**config.mk**
```make
export PLATFORM = sky130hd
export DESIGN_NAME = m31_mul_arbiter
export DESIGN_NICKNAME = d
export VERILOG_FILES = /design/src/rtl/m31_mul_arbiter.sv
export SDC_FILE = /design/constraint.sdc
export NUM_CORES = 1
export LEC_CHECK = 0
export ABC_AREA = 0
export BUFFER_PORTS_ARGS = -buffer_cell sky130_fd_sc_hd__buf_2
export CORE_AREA = 2 2 148 150
export DETAILED_ROUTE_END_ITERATION = 8
export DIE_AREA = 0 0 150 152
export HOLD_SLACK_MARGIN = 0.02
export SETUP_SLACK_MARGIN = 0.2
export SYNTH_ARGS = -nofsm -noshare
export SYNTH_HDL_FRONTEND = slang
export SYNTH_SLANG_ARGS = --single-unit
```
**constraint.sdc**
```tcl
create_clock -name clk -period 5.7 [get_ports clk]
set_input_delay 0.285 -clock clk [delete_from_list [all_inputs] [get_ports clk]]
set_output_delay 0.285 -clock clk [all_outputs]
set_load 0.05 [all_outputs]
```
**src/rtl/m31_mul_arbiter.sv**
```systemverilog
// Round-robin arbiter sharing one pipelined M31 multiplier among NREQ requesters.
// A tag pipeline follows each operation so its result is routed back to the owner.
module m31_mul_arbiter #(
  parameter int NREQ    = 4,
  parameter int MUL_LAT = 4
) (
  input  logic                clk,
  input  logic                rst_n,
  input  logic [NREQ-1:0]     req_valid_i,
  input  logic [NREQ*31-1:0]  req_a_i,
  input  logic [NREQ*31-1:0]  req_b_i,
  output logic [NREQ-1:0]     req_ready_o,
  output logic [30:0]         mul_a_o,
  output logic [30:0]         mul_b_o,
  input  logic [30:0]         mul_res_i,
  output logic [NREQ-1:0]     rsp_valid_o,
  output logic [30:0]         rsp_data_o,
  output logic                busy_o
);

  localparam int IW = (NREQ > 1) ? $clog2(NREQ) : 1;
  localparam int CW = $clog2(MUL_LAT + 1);

  logic [IW-1:0]   r_ptr;
  logic [MUL_LAT-1:0] r_tag_vld;
  logic [IW-1:0]   r_tag_idx [MUL_LAT];
  logic [NREQ-1:0] r_rsp_valid;
  logic [CW-1:0]   r_cnt;

  logic            w_gnt_vld;
  logic [IW-1:0]   w_gnt_idx;
  logic [IW-1:0]   w_cand;
  logic [NREQ-1:0] w_ready;
  logic [30:0]     w_mul_a;
  logic [30:0]     w_mul_b;
  logic            w_ret;

  // Round-robin search starting one past the last granted requester; no grant in reset.
  always_comb begin
    w_gnt_vld = 1'b0;
    w_gnt_idx = '0;
    w_cand    = '0;
    if (!rst_n) begin
      for (int k = 1; k <= NREQ; k++) begin
        w_cand = IW'((int'(r_ptr) + k) % NREQ);
        if (!w_gnt_vld && req_valid_i[w_cand]) begin
          w_gnt_vld = 1'b1;
          w_gnt_idx = w_cand;
        end else begin
          w_gnt_vld = w_gnt_vld;
        end
      end
    end else begin
      w_gnt_vld = 1'b0;
    end
  end

  // Decode the grant into the one-hot ready and the multiplier operand mux.
  always_comb begin
    w_ready = '0;
    w_mul_a = 31'd0;
    w_mul_b = 31'd0;
    for (int i = 0; i < NREQ; i++) begin
      if (w_gnt_vld && (w_gnt_idx == IW'(i))) begin
        w_ready[i] = 1'b1;
        w_mul_a    = req_a_i[31*i +: 31];
        w_mul_b    = req_b_i[31*i +: 31];
      end else begin
        w_ready[i] = 1'b0;
      end
    end
  end

  assign w_ret = r_tag_vld[MUL_LAT-1];

  // Tag pipeline, response strobe, round-robin pointer and outstanding counter.
  always_ff @(posedge clk or posedge rst_n) begin
    if (rst_n) begin
      r_ptr       <= IW'(NREQ - 1);
      r_tag_vld   <= '0;
      for (int i = 0; i < MUL_LAT; i++) r_tag_idx[i] <= '0;
      r_rsp_valid <= '0;
      r_cnt       <= '0;
    end else begin
      for (int i = MUL_LAT - 1; i > 0; i--) begin
        r_tag_vld[i] <= r_tag_vld[i-1];
        r_tag_idx[i] <= r_tag_idx[i-1];
      end
      r_tag_vld[0] <= w_gnt_vld;
      r_tag_idx[0] <= w_gnt_idx;
      for (int i = 0; i < NREQ; i++) begin
        r_rsp_valid[i] <= w_ret && (r_tag_idx[MUL_LAT-1] == IW'(i));
      end
      if (w_gnt_vld) r_ptr <= w_gnt_idx;
      // Saturating guards keep the counter inside 0..MUL_LAT even if the pipeline misbehaves.
      case ({w_gnt_vld, w_ret})
        2'b10:   if (r_cnt != CW'(MUL_LAT)) r_cnt <= r_cnt + CW'(1);
        2'b01:   if (r_cnt != CW'(0))       r_cnt <= r_cnt - CW'(1);
        default: r_cnt <= r_cnt;
      endcase
    end
  end

  assign req_ready_o = w_ready;
  assign mul_a_o     = w_mul_a;
  assign mul_b_o     = w_mul_b;
  assign rsp_valid_o = r_rsp_valid;
  assign rsp_data_o  = mul_res_i;
  assign busy_o      = (r_cnt != CW'(0));

endmodule

```
==> impl_results.md, run 1 <==
- Status: completed
- Max Root-Sink Buffers: 2
- Cell family with most CP delay: buffers and inverters
- Hold Path Class: primary input to asynchronous set/reset pin
- Gpl congestion: 0.7715
- Final hold violation count: 0
- # diodes: 0
- Clock Latency Late Sink: 0.25 ns
- CP cell instances: nor2b_2 -> o21bai_2 -> nand3_4 -> buf_4 -> mux2i_1 -> o22ai_1 -> buf_2
- Fraction of layout cells with a size suffix above 1: 57.77%
- Post-synth EDFFs: 0
- Unrepaired setup endpoints after global routing: no
- Post_cts resized: 0
- Synth Instances: 320
- Die area: 22800 sq um
- Critical path capture point type: output pin
- Register area share after synthesis: 17.11%
- Mapped Nets: 606
- CP Launch Type: register
- VDD IR max: 0.1383 mV
- Routed len/inst: 13.40 um
- Slowest-stage cell, CP: buf_4
- CTS root buf: clkbuf_16
- Worst Max-Slew Pin Slew: 1.136 ns
- Synth-to-layout area growth: 48.80%
- Place WS: 2.601 ns
- Worst Slack Setup Final: 2.523 ns
- ANT nets after route: 0
- Buffers & Inverters on Critical Path: 2
- Port Buffer Count: 324
- Die height: 152 um
- Final period util: 55.73%
- TritonCTS buffer count: 3
- # setup viols final: 0
- LEAKAGE: 2.646 nW
- Max_slew headroom: 24.27%
- Die X: 150 um
- First-pass GRT wire length: 16750 um
- Crit path DAT: 2.89 ns
- Initial Util: 14.46%
- CTS tree: done
- Synthesized area: 3087 sq um
- Worst-path clk slew: 0.05 ns
- Core area: 21350 sq um
- Delay of the slowest critical-path stage: 0.84 ns
- Fillcell total: 2349
- CTS Sinks: 21
- Yosys Warn Count: 0
- Initial DRC count: 143
- Final wirelength: 11680 um
- Top_reg_cell synth: dfrtp_1
- #FFs+latches synth: 21
- Fin Clk Skew: 0.0009401 ns
- Synth cell types: 38
- Max-cap violation count: 0
- Std-Cell Rows: 54
- H-tree depth: 1
- Maximum clock rate: 314.8 MHz
- GRT Residual Overflow: 0
- Largest net degree at the start of global routing: 69
- Final Max Tran Viols: 0
- Vias/cell: 4.042
- Post-synth ARST share: 100.0%
- Final net count: 879
- PwrDens: 276.9 nW/um^2
- CP Max Fanout: 68
- # IOs: 387
- Initial antenna violation count: 0
- Cts-stage hold buffer count: 0
- Setup Total Neg Slack: 0 ns
- Vias in the first global route: 3327
- Post-CTS setup buffers: 0
- Hpwl dp: 9625 um
- Pre-antenna DRT Iters: 4
- Mean Syn Cell Area: 9.646 sq um
- Via count: 3525
- Period minus WS final: 3.177 ns
- CP Data Required Time: 5.41 ns
- Drt drc: 0
- Critical path class: register to output pin
- Gr usage total: 9.161%
state kept, by name, summed over array words and instances (netlist names):
register,count
r_tag_idx,8
r_tag_vld,4
rsp_valid_o,4
r_cnt,3
r_ptr,2
routing by layer:
layer / vias up / routed length, um / share of wire, % / GRT usage (%)
met2: 225 / 6022 / 52 / 17.81
met3: 6 / 1153 / 9.9 / 1.802
met5: - / 0 / 0 / 0
met1: 1566 / 4400 / 38 / 10.23
li1: 1728 / - / - / -
met4: 0 / 107 / 0.92 / 1.572
cell usage after synthesis, types with 2 or more instances:
cell type	instances	area share (%)
and3_1	2	0.41
nand2_1	5	0.61
xnor2_1	2	0.57
o21ai_1	2	0.32
inv_1	4	0.49
buf_6	7	2.6
nor2b_2	3	0.85
buf_4	31	7.5
nor2b_1	2	0.41
a21o_1	2	0.49
nor2_1	10	1.2
mux2i_1	124	40
dfstp_2	2	1.7
buf_2	8	1.3
a21oi_1	2	0.32
nand3_1	2	0.32
dfrtp_1	19	15
buf_12	11	7.1
clkbuf_1	2	0.24
o22ai_1	62	13
layout make-up:
class                      instances  area [sq um]  share of cell area [%]
clock buffer                       3         75.07                   1.634
clock inverter                     1         5.005                  0.1090
inverter                           5         18.77                  0.4086
multi-input combinational        234          1964                   42.77
sequential                        21         528.0                   11.50
tap                              280         350.3                   7.627
timing repair buffer             328          1652                   35.96
report_power, final:
part           internal, mW  switching (mW)
combinational         0.323           0.608
clock                0.0939          0.0472
sequential            0.176          0.0240
total                 0.593           0.679
per-stage QoR:
step | util [%] | cell area [sq um] | total power [mW] | hold slack, ns | instances
floorplan | - | 3087 | 1.038 | 0.2752 | 320
global placement | 21.14 | 4513 | 1.133 | 0.3327 | 868
detailed placement | 21.14 | 4513 | 1.142 | 0.3364 | 868
CTS | 21.51 | 4593 | 1.287 | 0.2457 | 872
global route | 21.51 | 4593 | 1.346 | 0.2618 | 872
finish | 21.51 | 4593 | 1.272 | 0.2309 | 872
kinds of logic after synthesis:
group | Yosys count | synth area share, %
mux | 124 | 40.21
compound gates | 77 | 16.30
buf+inv | 65 | 19.86
simple gates | 30 | 5.311
flops | 21 | 17.11
xor+xnor | 2 | 0.5676
fa+ha+maj | 1 | 0.6486
path summary, 6_finish.rpt:
check	start	to	slack [ns]	cells after the start
setup / recovery	r_ptr[0]	mul_a_o[30]	2.52	7
min in group clk	rst_n	r_tag_idx[6]	0.26	2
hold reg to reg	r_tag_vld[0]	r_tag_vld[1]	0.35	0
max in group asynchronous	rst_n	r_tag_vld[1]	4.95	2
setup reg to reg	r_tag_vld[3]	r_cnt[2]	3.79	5
hold / removal	rst_n	rsp_valid_o[3]	0.23	2
cells in the final DEF, fill, tap and decap left out, drive strengths merged, types with 2 or more instances in the layout:
master / instances
inv: 4
xnor2: 2
nor2: 10
clkbuf: 3
a21o: 2
o22ai: 62
o21ai: 4
buf: 328
a21oi: 2
dfstp: 2
nor2b: 5
nand3: 3
clkinv: 2
and3: 2
dfrtp: 19
mux2i: 124
nand2: 6
Note: power is estimated with default switching activity, not from simulation.
==> run 2, diff against run 1 <==
--- a/config.mk
+++ b/config.mk
@@ -5,11 +5,11 @@
 export SDC_FILE = /design/constraint.sdc
 export NUM_CORES = 1
 export LEC_CHECK = 0
-export ABC_AREA = 0
+export ABC_AREA = 1
 export BUFFER_PORTS_ARGS = -buffer_cell sky130_fd_sc_hd__buf_2
-export CORE_AREA = 2 2 148 150
+export CORE_AREA = 2 2 149 151
 export DETAILED_ROUTE_END_ITERATION = 8
-export DIE_AREA = 0 0 150 152
+export DIE_AREA = 0 0 151 153
 export HOLD_SLACK_MARGIN = 0.02
 export SETUP_SLACK_MARGIN = 0.2
 export SYNTH_ARGS = -nofsm -noshare
==> constraint.sdc (replaced) <==
create_clock -name clk -period 3.3 [get_ports clk]
set_input_delay 0.165 -clock clk [delete_from_list [all_inputs] [get_ports clk]]
set_output_delay 0.165 -clock clk [all_outputs]
set_load 0.05 [all_outputs]
==> run 2 against run 1 <==
Compared with the run above:
- non-clock buffer count rose by 22
- worst setup slack worse by 2.2 ns
- clock skew rose by 0.0024 ns
- critical path depth rose by 7
- highest routed layer unchanged
==> impl_results.md, run 2 <==
- R2R setup slack: 0.87 ns (was 3.79 ns)
- H-tree depth: 1 (unchanged)
- Yosys Warn Count: 0 (unchanged)
- Leading post-synthesis cells by cell area: nand3_1 30%, nand4_1 24%, dfrtp_1 14%, buf_4 9.1%, nand2_1 5.1% (was mux2i_1 40%, dfrtp_1 15%, o22ai_1 13%, buf_4 7.5%, buf_12 7.1%)
- Unrepaired setup endpoints after global routing: yes (was no)
- Post-synth EDFFs: 0 (unchanged)
- Reg-to-reg endpoint: r_cnt[2] (unchanged)
- Synth top area share: 29.73% (was 40.21%)
- # IOs: 387 (unchanged)
- Port Buffer Count: 324 (unchanged)
- Post-synth ARST share: 100.0% (unchanged)
- Largest net degree at the start of global routing: 75 (was 69)
- Die area: 23100 sq um (was 22800 sq um)
- First-pass GRT wire length: 25310 um (was 16750 um)
- Area of the multi-input gates: 2177 sq um (was 1964 sq um)
- # setup viols final: 0 (unchanged)
- # diodes: 0 (unchanged)
- Max reg flops: 8 (unchanged)
- CP Data Required Time: 3.13 ns (was 5.41 ns)
- Routed len/inst: 16.71 um (was 13.40 um)
- Synthesized area: 3283 sq um (was 3087 sq um)
- Final wirelength: 17850 um (was 11680 um)
- Max Root-Sink Buffers: 2 (unchanged)
- Vias/cell: 4.875 (was 4.042)
- Largest Register: r_tag_idx (unchanged)
- Final hold violation count: 0 (unchanged)
- R2R depth: 13 (was 5)
- Initial Util: 15.28% (was 14.46%)
- Synth Instances: 523 (was 320)
- Die X: 151 um (was 150 um)
- CTS tree: done (unchanged)
- Clock Latency Late Sink: 0.25 ns (about the same)
- Crit path DAT: 2.80 ns (was 2.89 ns)
- Drt drc: 0 (unchanged)
- Most common cell after layout, fill and taps aside: buf_2 (unchanged)
- Synth-to-layout area growth: 58.54% (was 48.80%)
- CP Max Fanout: 29 (was 68)
- Dominant cell by count in the synthesized netlist: nand3_1 (was mux2i_1)
- Synth cell types: 27 (was 38)
- CTS root buf: clkbuf_16 (unchanged)
- Pre-antenna DRT Iters: 5 (was 4)
- Buffers & Inverters on Critical Path: 4 (was 2)
- Hpwl dp: 13380 um (was 9625 um)
- Fraction of layout cells with a size suffix above 1: 47.46% (was 57.77%)
- GRT Residual Overflow: 0 (unchanged)
- Hold Path Class: primary input to asynchronous set/reset pin (unchanged)
- Cell family with most CP delay: simple AND/OR/NAND/NOR gates (was buffers and inverters)
- Die height: 153 um (was 152 um)
- Mapped Nets: 809 (was 606)
- CP Launch Type: register (unchanged)
- Critical path capture point type: output pin (unchanged)
- Vias in the first global route: 4741 (was 3327)
- Max-cap violation count: 0 (unchanged)
- Maximum clock rate: 337.5 MHz
- Delay of the slowest critical-path stage: 0.61 ns (was 0.84 ns)
- Fillcell total: 2455 (was 2349)
- Critical path class: register to output pin (unchanged)
- Setup Total Neg Slack: 0 ns (unchanged)
- CTS Sinks: 21 (unchanged)
- Std-Cell Rows: 54 (unchanged)
- Worst Max-Slew Pin Slew: 0.4252 ns (was 1.136 ns)
- Final Max Tran Viols: 0 (unchanged)
- Gr usage total: 13.57% (was 9.161%)
- Top_reg_cell synth: dfrtp_1 (unchanged)
- Gpl congestion: 0.8509 (was 0.7715)
- Status: completed (unchanged)
- Cell mode on critical path: nand2_1
- Final period util: 89.80%
- TritonCTS buffer count: 3 (unchanged)
- CP cell instances: buf_4 -> nand2_1 -> nand2_1 -> nand2_1 -> nand2_1 -> nand2_1 -> nand3_1 -> nand2_4 -> nor2_8 -> buf_12 -> buf_16 -> nand3_1 -> nand4_1 -> clkbuf_4 (was nor2b_2 -> o21bai_2 -> nand3_4 -> buf_4 -> mux2i_1 -> o22ai_1 -> buf_2)
- Final net count: 1075 (was 879)
- Max_slew headroom: 71.65% (was 24.27%)
- Synth cell count leaders: 195 x nand3_1, 125 x nand4_1, 45 x nand2_1 (was 124 x mux2i_1, 62 x o22ai_1, 31 x buf_4)
- Slowest-stage cell, CP: dfstp_2 (was buf_4)
- Mean Syn Cell Area: 6.278 sq um (was 9.646 sq um)
- Commonest cells after routing, fill and taps aside: 313 x buf_2, 195 x nand3_1, 125 x nand4_1, 45 x nand2_1, 19 x dfrtp_1 (was 324 x buf_2, 124 x mux2i_1, 62 x o22ai_1, 19 x dfrtp_1, 10 x nor2_1)
- Initial antenna violation count: 0 (unchanged)
- Via count: 5207 (was 3525)
- Initial DRC count: 427 (was 143)
- Yosys top cell by area: nand3_1 (was mux2i_1)
- Cell area after layout: 5205 sq um (was 4593 sq um)
- ANT nets after route: 0 (unchanged)
- Dpl cell area: 4908 sq um (was 4513 sq um)
- Fin Clk Skew: 0.003367 ns (was 0.0009401 ns)
- Register area share after synthesis: 16.08% (was 17.11%)
- R2R Path Start: r_ptr[0] (was r_tag_vld[3])
- #FFs+latches synth: 21 (unchanged)
- Period minus WS final: 2.963 ns
- Core area: 21490 sq um (was 21350 sq um)
- FF+latch area: 528.0 sq um (unchanged)
- Worst-path clk slew: 0.05 ns (about the same)
==> run 2: cell count changes after synthesis, sizes merged, moves of 5 or more <==
cell,delta
buf,+19
clkbuf,+11
inv,+12
mux2i,-124
nand2,+45
nand3,+193
nand4,+125
nor2b,-5
nor3,+5
o22ai,-62
==> run 2: worst max path at each step <==
| stage | from | endpoint | slack, ns | cells past startpoint |
|---|---|---|---|---|
| floorplan | r_ptr[0] | req_ready_o[0] | 0.57 | 12 |
| global placement | r_ptr[0] | mul_b_o[24] | 0.51 | 14 |
| detailed placement | r_ptr[0] | mul_b_o[1] | 0.45 | 14 |
| CTS | r_ptr[0] | mul_b_o[1] | 0.22 | 14 |
| global route | r_ptr[0] | mul_b_o[0] | 0.17 | 15 |
| finish | r_ptr[0] | mul_b_o[10] | 0.34 | 14 |
==> run 2: timing repair <==
item | 4_1_cts | 5_1_grt
hold buffers | 0 | 0
pin swaps | 1 | 2
hold endpoints to repair | 0 | 0
cloned | 1 | 2
resized for setup | 0 | 14
buffers inserted | 0 | 10
endpoints found under the setup margin | 4 | 58
==> run 2: metrics by stage <==
| step | hold slack [ns] | setup WS, ns | util, % | cells |
|---|---|---|---|---|
| 2_1_floorplan | 0.1810 | 0.5723 | - | 523 |
| 3_3_place_gp | 0.3213 | 0.5090 | 22.85 | 1051 |
| 3_5_place_dp | 0.3134 | 0.4467 | 22.85 | 1051 |
| 4_1_cts | 0.04407 | 0.2212 | 23.27 | 1056 |
| 5_1_grt | 0.04315 | 0.1738 | 24.23 | 1068 |
| 6_report | 0.04129 | 0.3367 | 24.23 | 1068 |
==> run 2: cell families after synthesis <==
group | after synthesis | synth area share (%)
and+or+nand+nor | 387 | 63.34
buffers and inverters | 106 | 18.52
adders and majority gates | 1 | 0.6098
xor gates and xnor gates | 1 | 0.2668
AOI/OAI and AO/OA | 7 | 1.181
DFF | 21 | 16.08
==> run 2: area by class of cell <==
cell class,instances,share of cell area [%]
multi-input combinational,397,41.83
timing repair buffer,350,38.56
sequential,21,10.14
tap,280,6.731
clock buffer,3,1.442
inverter,16,1.202
clock inverter,1,0.09615
==> run 2: routing by layer <==
metal | routed length (um) | global-route usage [%] | share of wire [%] | vias to the layer above
met5 | 0 | 0 | 0 | -
li1 | - | - | - | 2467
met1 | 7096 | 16.76 | 40 | 2412
met4 | 303 | 2.359 | 1.7 | 0
met3 | 1500 | 2.597 | 8.4 | 28
met2 | 8950 | 24.52 | 50 | 300
Power of run 2 is not shown: default switching activity piles up to over one toggle a cycle in this logic, so the estimate is an artifact.
==> run 3, diff against run 2 <==
--- a/config.mk
+++ b/config.mk
@@ -11,6 +11,7 @@
 export DETAILED_ROUTE_END_ITERATION = 8
 export DIE_AREA = 0 0 151 153
 export HOLD_SLACK_MARGIN = 0.02
+export PLACE_DENSITY_LB_ADDON = 0.15
 export SETUP_SLACK_MARGIN = 0.2
 export SYNTH_ARGS = -nofsm -noshare
 export SYNTH_HDL_FRONTEND = slang
==> run 3 against run 2 <==
Compared with the run above:
- via count fell by 1.9%
- core utilization fell by 0.058 points
- first-iteration DRC count fell by 47%
- die area did not move
- sequential share of layout area barely moved
- clock skew barely moved
- final cell count fell by 0.56%
- global-route usage rose by 2.3 points
- worst setup slack improved by 0.077 ns
- critical path depth fell by 2
- routed wire length rose by 11%
- clock-buffer cell count did not move
- critical path type unchanged
- highest routed layer is now met5
==> impl_results.md, run 3 (synthesized netlist as in run 2, its figures left out) <==
- Die height: 153 um (unchanged)
- CTS root buf: clkbuf_16 (unchanged)
- Hpwl dp: 14820 um (was 13380 um)
- ANT nets after route: 0 (unchanged)
- CP Launch Type: register (unchanged)
- Gpl congestion: 0.8306 (was 0.8509)
- GRT Residual Overflow: 0 (unchanged)
- Max-cap violation count: 0 (unchanged)
- Max reg flops: 8 (unchanged)
- Port Buffer Count: 324 (unchanged)
- Worst-path clk slew: 0.06 ns (was 0.05 ns)
- CP Data Required Time: 3.13 ns (about the same)
- Most common cell after layout, fill and taps aside: buf_2 (unchanged)
- Crit path DAT: 2.72 ns (was 2.80 ns)
- TritonCTS buffer count: 3 (unchanged)
- Final net count: 1066 (was 1075)
- Delay of the slowest critical-path stage: 0.64 ns (was 0.61 ns)
- Worst Slack Setup Final: 0.4139 ns (was 0.3367 ns)
- Fraction of layout cells with a size suffix above 1: 46.85% (was 47.46%)
- CTS tree: done (unchanged)
- Commonest cells after routing, fill and taps aside: 285 x buf_2, 195 x nand3_1, 125 x nand4_1, 45 x nand2_1, 38 x clkbuf_4 (was 313 x buf_2, 195 x nand3_1, 125 x nand4_1, 45 x nand2_1, 19 x dfrtp_1)
- Initial antenna violation count: 4 (was 0)
- Routed len/inst: 18.67 um (was 16.71 um)
- Critical path capture point type: output pin (unchanged)
- Slowest-stage cell, CP: dfstp_2 (unchanged)
- Status: completed (unchanged)
- Initial DRC count: 226 (was 427)
- Vias in the first global route: 5055 (was 4741)
- Drt drc: 0 (unchanged)
- Maximum clock rate: 346.5 MHz (was 337.5 MHz)
- Unrepaired setup endpoints after global routing: yes (unchanged)
- Cell area after layout: 5192 sq um (was 5205 sq um)
- Std-Cell Rows: 54 (unchanged)
- Final hold violation count: 0 (unchanged)
- Gr usage total: 15.86% (was 13.57%)
- Worst Max-Slew Pin Slew: 0.4031 ns (was 0.4252 ns)
- Final Util: 24.17% (was 24.23%)
- Critical path class: register to output pin (unchanged)
- Core area: 21490 sq um (unchanged)
- Largest Register: r_tag_idx (unchanged)
- CP cell instances: inv_4 -> nand2_1 -> nand2_1 -> nand2_1 -> nand2_1 -> nor2_4 -> nand2_1 -> nand2_2 -> buf_4 -> nand4_1 -> nand4_1 -> clkbuf_4 (was buf_4 -> nand2_1 -> nand2_1 -> nand2_1 -> nand2_1 -> nand2_1 -> nand3_1 -> nand2_4 -> nor2_8 -> buf_12 -> buf_16 -> nand3_1 -> nand4_1 -> clkbuf_4)
- Dpl cell area: 4921 sq um (was 4908 sq um)
- CP Max Fanout: 26 (was 29)
- Synth-to-layout area growth: 58.16% (was 58.54%)
- Via count: 5108 (was 5207)
- Pre-antenna DRT Iters: 4 (was 5)
- H-tree depth: 1 (unchanged)
- Period minus WS final: 2.886 ns (was 2.963 ns)
- Max Root-Sink Buffers: 2 (unchanged)
- Final wirelength: 19830 um (was 17850 um)
- # setup viols final: 0 (unchanged)
- Final Max Tran Viols: 0 (unchanged)
- Hold Path Class: primary input to asynchronous set/reset pin (unchanged)
- Cts-stage hold buffer count: 0 (unchanged)
- Largest net degree at the start of global routing: 66 (was 75)
- Die X: 151 um (unchanged)
- CTS Sinks: 21 (unchanged)
- Initial Util: 15.28% (unchanged)
- Fin Clk Skew: 0.003860 ns (was 0.003367 ns)
- Fillcell total: 2537 (was 2455)
- Setup Total Neg Slack: 0 ns (unchanged)
- Max_slew headroom: 73.13% (was 71.65%)
- Die area: 23100 sq um (unchanged)
- Place WS: 0.5139 ns (was 0.4467 ns)
- First-pass GRT wire length: 28880 um (was 25310 um)
- Vias/cell: 4.810 (was 4.875)
- Cell mode on critical path: nand2_1 (unchanged)
- Clock Latency Late Sink: 0.25 ns (about the same)
- Final period util: 87.46% (was 89.80%)
- # IOs: 387 (unchanged)
==> run 3: cell types whose count changed in the layout (fill, tap and decap cells not counted), moves of 3 or more <==
cell,before,now
buf_4,13,8
clkbuf_4,11,38
buf_2,313,285
diode_2,0,3
buf_12,8,5
==> run 3: final timing paths <==
path                       cells after the start           from  slack, ns             end
max reg2reg                                   13       r_ptr[0]       0.87        r_cnt[2]
min reg2reg                                    0   r_tag_vld[0]       0.35    r_tag_vld[1]
min in group clk                               0  mul_res_i[20]       0.33  rsp_data_o[20]
max in group asynchronous                      3          rst_n       2.96        r_ptr[0]
max                                           12       r_ptr[0]       0.41     mul_a_o[30]
min                                            3          rst_n       0.06    r_tag_idx[2]
==> run 3: per-layer routing <==
metal  GRT usage (%)  vias up  wire [um]
met5               0        -          7
met4           3.249        2        286
met3           3.194       22       1310
met2           30.13      224      10610
met1           18.06     2414       7613
li1                -     2446          -
==> run 3: timing repair <==
action                                  4_1_cts  5_1_grt
hold endpoints to repair                      0        0
endpoints found under the setup margin        0       51
gates resized for setup                       0       47
setup buffers                                 0        2
==> run 3: stage by stage <==
step           hold WS, ns  cells
4_1_cts            0.07580   1055
6_report           0.06398   1062
3_3_place_gp        0.3303   1051
2_1_floorplan       0.1810    523
5_1_grt             0.1261   1062
3_5_place_dp        0.3303   1051
==> run 3: critical path: cells and delay by family, from the launching register on <==
kind	cells	cell delay (ns)
buffers and inverters	3	0.69
and+or+nand+nor	9	1.14
DFF	1	0.64
==> run 3: area by class of cell <==
cell class | count | area (sq um) | share of cell area [%]
clock buffer | 3 | 75.07 | 1.446
multi-input combinational | 397 | 2186 | 42.10
antenna | 3 | 7.507 | 0.1446
tap | 280 | 350.3 | 6.747
timing repair buffer | 341 | 1978 | 38.10
sequential | 21 | 528.0 | 10.17
clock inverter | 1 | 5.005 | 0.09639
inverter | 16 | 62.56 | 1.205
Power of run 3 is left out for the same reason.
